==> src/rtl/equalizer_cal_ctrl.sv <==
// Equalizer calibration sweep controller: steps eq_code through every code, counts
// slicer errors against a reference pattern per code, and settles on the best code.
module equalizer_cal_ctrl #(
  parameter int NUM_CODES     = 8,
  parameter int CODE_W        = 3,
  parameter int SETTLE_CYCLES = 4,
  parameter int WINDOW_CYCLES = 64,
  parameter int ERR_W         = $clog2(WINDOW_CYCLES + 1)
) (
  input  logic              clk,
  input  logic              rst_n,
  input  logic              start,
  input  logic              abort,
  input  logic              eq_bit,
  input  logic              ref_bit,
  output logic [CODE_W-1:0] eq_code,
  output logic              busy,
  output logic              done,
  output logic [ERR_W-1:0]  best_errors
);

  localparam logic [2:0] IDLE    = 3'd0;
  localparam logic [2:0] SETTLE  = 3'd1;
  localparam logic [2:0] MEASURE = 3'd2;
  localparam logic [2:0] EVAL    = 3'd3;
  localparam logic [2:0] DONE    = 3'd4;

  localparam int CNT_MAX = (SETTLE_CYCLES > WINDOW_CYCLES) ? SETTLE_CYCLES : WINDOW_CYCLES;
  localparam int CNT_W   = (CNT_MAX > 1) ? $clog2(CNT_MAX) : 1;

  localparam logic [CNT_W-1:0]  SETTLE_LAST = CNT_W'(SETTLE_CYCLES - 1);
  localparam logic [CNT_W-1:0]  WINDOW_LAST = CNT_W'(WINDOW_CYCLES - 1);
  localparam logic [ERR_W-1:0]  ERR_MAX     = ERR_W'(WINDOW_CYCLES);
  localparam logic [CODE_W-1:0] LAST_CODE   = CODE_W'(NUM_CODES - 1);

  logic [2:0]        state;
  logic [CNT_W-1:0]  phase_cnt;
  logic [ERR_W-1:0]  err_cnt;
  logic [CODE_W-1:0] best_code;
  logic              better;
  logic [CODE_W-1:0] eval_best_code;

  assign busy = (state == SETTLE) || (state == MEASURE) || (state == EVAL);

  // Strict less-than keeps the earlier (lower) code on a tie.
  assign better         = (err_cnt < best_errors);
  assign eval_best_code = better ? eq_code : best_code;

  // NOTE: all state is updated with non-blocking assignments so every register
  // samples pre-edge values; blocking here would create order-dependent races.
  always_ff @(posedge clk or negedge rst_n) begin
    if (!rst_n) begin
      state       <= IDLE;
      phase_cnt   <= '0;
      err_cnt     <= '0;
      eq_code     <= '0;
      best_code   <= '0;
      best_errors <= '1;
      done        <= 1'b0;
    end else if (busy && abort) begin
      // Abort leaves the best code found so far applied; best_errors is kept.
      state   <= IDLE;
      eq_code <= best_code;
      done    <= 1'b0;
    end else begin
      case (state)
        IDLE, DONE: begin
          if (start) begin
            state       <= SETTLE;
            phase_cnt   <= '0;
            err_cnt     <= '0;
            eq_code     <= '0;
            best_code   <= '0;
            best_errors <= '1;
            done        <= 1'b0;
          end
        end

        SETTLE: begin
          if (phase_cnt == SETTLE_LAST) begin
            state     <= MEASURE;
            phase_cnt <= '0;
            err_cnt   <= '0;
          end else begin
            phase_cnt <= phase_cnt + 1'b1;
          end
        end

        MEASURE: begin
          if ((eq_bit != ref_bit) && (err_cnt != ERR_MAX)) begin
            err_cnt <= err_cnt + 1'b1;
          end
          if (phase_cnt == WINDOW_LAST) begin
            state     <= EVAL;
            phase_cnt <= '0;
          end else begin
            phase_cnt <= phase_cnt + 1'b1;
          end
        end

        EVAL: begin
          if (better) begin
            best_errors <= err_cnt;
          end
          best_code <= eval_best_code;
          if (eq_code == LAST_CODE) begin
            state   <= DONE;
            eq_code <= eval_best_code;
            done    <= 1'b1;
          end else begin
            state   <= SETTLE;
            eq_code <= eq_code + CODE_W'(1);
          end
        end

        default: state <= IDLE;
      endcase
    end
  end

endmodule

==> config.mk <==
export PLATFORM = sky130hd
export DESIGN_NAME = equalizer_cal_ctrl
export DESIGN_NICKNAME = d
export VERILOG_FILES = /design/src/rtl/equalizer_cal_ctrl.sv
export SDC_FILE = /design/constraint.sdc
export NUM_CORES = 1
export LEC_CHECK = 0
export BUFFER_PORTS_ARGS = -buffer_cell sky130_fd_sc_hd__buf_2
export CAP_MARGIN = 20
export CORE_AREA = 2 2 61 63
export CTS_CLUSTER_SIZE = 24
export DETAILED_ROUTE_END_ITERATION = 7
export DIE_AREA = 0 0 63 65
export PLACE_DENSITY_LB_ADDON = 0.15
export SKIP_LAST_GASP = 1
export SYNTH_ARGS = -nofsm -noshare
export SYNTH_HDL_FRONTEND = slang
export SYNTH_SLANG_ARGS = --single-unit
==> constraint.sdc <==
create_clock -name clk -period 6.4 [get_ports clk]
set_input_delay 0.32 -clock clk [delete_from_list [all_inputs] [get_ports clk]]
set_output_delay 0.32 -clock clk [all_outputs]
set_load 0.005 [all_outputs]
==> results_dict.tcl <==
set metrics [dict create \
    drtIter0Drc 71 \
    synth_area_per_cell_um2 9.27 \
    crit_path_max_fanout 10 \
    cts_setup_buffers 0 \
    fin_crit_ps 2440 \
    coreArea_um2 3500 \
    multiInputGateArea_um2 997 \
    mostFrequentLayoutCells "23 x dfrtp_1, 17 x nor2_1, 17 x buf_2" \
    regArea_um2 759 \
    cp-start-kind "flip-flop" \
    dieArea_um2 4100 \
    synth_ff_type "dfrtp_1" \
    syn_nets 216 \
    clock_skew_ps 11.1 \
    setup_viol 0 \
    tightest_slew_ps 729 \
    worstPathArrival_ps 2730 \
    async_flop_share 1.00 \
    yosysTopAreaCell "dfrtp_1" \
    via_count 1519 \
    rsz0062_at_grt "false" \
    violations "negative hold slack" \
    reg2reg_depth 7 \
    ys_warn_count 0 \
    synth.top_cell.area_share 0.312 \
    fillerInstances 310 \
    cts_max_path_buffers 2 \
    synth_edf_count 0 \
    synth_area_leaders "dfrtp_1 31%, dfstp_2 10%, ha_1 7.5%" \
    gr-usage-met2 0.372 \
    hold_viol 6 \
    cts_tree "done" \
    cts-htree-levels 2 \
    synth_seq_cells 30 \
    clockRootBuffer "clkbuf_4" \
    ir_drop_mv 0.187 \
    grt_max_degree 31 \
    die_h_um 65 \
    ant_nets 0 \
    antenna_found_initial 0 \
    postCtsHoldBufs 0 \
    cts_resized 0 \
    power_leakage_nw 0.965 \
    timing.hold.ws_ps -2.68 \
    final_nets 233 \
    avgRoutedWirePerCell_um 14.9 \
    ys_types 46 \
    initial_core_util 0.528 \
    ys_seq_area_frac 0.412 \
    end_kind "flip-flop" \
    cts_inserted_buffers 5 \
    hold_class "in2async" \
    vias_per_cell 5.73 \
    dp_hpwl_mm 2.90 \
    worstSetupPathType "reg2reg" \
    syn2layout_area_growth_pct 9.56 \
    grt_use_met3 0.0486 \
    finalWeightedCongestion 0.806 \
    drc_errors 0 \
    drt_pass1_iterations 4 \
    drive_gt1_frac 0.180 \
    clock_sinks 30 \
    grt_pass1_wl_mm 7.12 \
    max_freq_ghz 0.409 \
    clk_pin_slew_ps 100 \
    gr-usage-met1 0.281 \
    fin_tns_setup_ps 0 \
    relSlewSlack 0.512 \
    min_period_over_period 0.382 \
    drv_slew 0 \
    netlist_instances 199 \
    clk_latency_ps 350 \
    n_antenna_cell 0 \
    rows 22 \
    netlist_area_um2 1850 \
    final_common_cell "dfrtp_1" \
    status "finished, violations left" \
    powerDensity_nw_per_um2 375 \
    fin_util 0.578 \
    die-width_um 63 \
    cp.required_ps 6680 \
    io_pins 18 \
    busiest_layer "met2" \
    routed_wirelength_mm 3.95 \
    overflow 0 \
    max-cap-violations 0 \
    grt_pass1_vias 1566 \
    io_buffers 17 \
    grtUsageTotal 0.225 \
]
per-stage QoR:
stage / setup WS, ps / cell area [um2] / total power [mW] / std cells / hold WS (ps)
6_report: 3960 / 2020 / 0.758 / 265 / -2.68
5_1_grt: 3790 / 2020 / 0.827 / 265 / 45.6
4_1_cts: 3960 / 2020 / 0.763 / 265 / 19.6
3_5_place_dp: 3960 / 1960 / 0.638 / 257 / 397
3_3_place_gp: 4080 / 1960 / 0.621 / 257 / 386
2_1_floorplan: 4180 / 1850 / 0.545 / 199 / 24.4
registers in the layout (all words and copies together), names as in the netlist:
| name | flops |
|---|---|
| eq_code | 3 |
| done | 1 |
| err_cnt | 7 |
| best_errors | 7 |
| best_code | 3 |
| phase_cnt | 6 |
| state | 3 |
kinds of logic (layout without fill, tap and decap cells):
| logic type | after synthesis | in the layout | share of synthesized area |
|---|---|---|---|
| AOI/OAI and AO/OA | 55 | 55 | 0.208 |
| xor gates and xnor gates | 5 | 5 | 0.0237 |
| adders and majority gates | 11 | 11 | 0.0746 |
| buffers and inverters | 23 | 41 | 0.0481 |
| DFF | 30 | 30 | 0.412 |
| muxes | 8 | 8 | 0.0447 |
| and+or+nand+nor | 67 | 67 | 0.189 |
power by group:
group          switching [mW]  leakage [nW]  internal [mW]  total [mW]
Clock                  0.0713        0.0353         0.0532       0.124
Sequential             0.0546         0.387          0.252       0.307
Combinational           0.187         0.542          0.139       0.326
Total                   0.313         0.965          0.445       0.758
synth_stat cells (2+ instances only):
library cell   n
dfrtp_1       23
nor2_1        17
inv_1         16
nand2_1       15
o21ai_0       12
ha_1          11
a21oi_1       10
dfstp_2        7
mux2i_1        6
nand3_1        6
a21o_1         5
clkbuf_1       5
nor3b_1        5
and3_1         4
o211ai_1       4
o2bb2ai_1      4
or3_1          4
xor2_1         4
nand4_1        3
a21bo_2        2
a22oi_1        2
a31oi_1        2
mux2_2         2
nand2b_1       2
nor3_1         2
nor4_1         2
o221ai_1       2
o22ai_1        2
o31ai_1        2
or4_1          2
routing by layer:
layer	wire, um	vias to the layer above
li1	-	760
met1	1750	726
met2	2000	27
met3	128	6
met4	66	0
met5	0	-
worst max-delay path: stages (launching register included):
cell,delay (ps)
dfstp_2,540
inv_1,50
ha_1,300
a21o_1,160
a31oi_1,230
o221ai_1,280
a21oi_4,440
mux2_2,380
final cells by class:
cell class | count | area share
multi-input cells | 146 | 0.493
well taps | 48 | 0.0297
repair buffers | 17 | 0.0421
clock buffers | 7 | 0.0272
flip-flops and latches | 30 | 0.376
clock inverters | 1 | 0.00248
inverters | 16 | 0.0297
final timing paths:
| check | startpoint | endpoint | slack, ps |
|---|---|---|---|
| max | best_errors[2]$_DFFE_PN1P_ | best_errors[0]$_DFFE_PN1P_ | 3960 |
| min | rst_n | best_code[0]$_DFFE_PN0P_ | -3 |
| max reg2reg | best_errors[2]$_DFFE_PN1P_ | best_errors[0]$_DFFE_PN1P_ | 3960 |
| min reg2reg | best_errors[5]$_DFFE_PN1P_ | best_errors[5]$_DFFE_PN1P_ | 500 |
| max in group asynchronous | rst_n | state[2]$_DFFE_PN0P_ | 5970 |
| min in group clk | abort | state[0]$_DFFE_PN0P_ | 260 |
(Power assumes the default switching activity.)
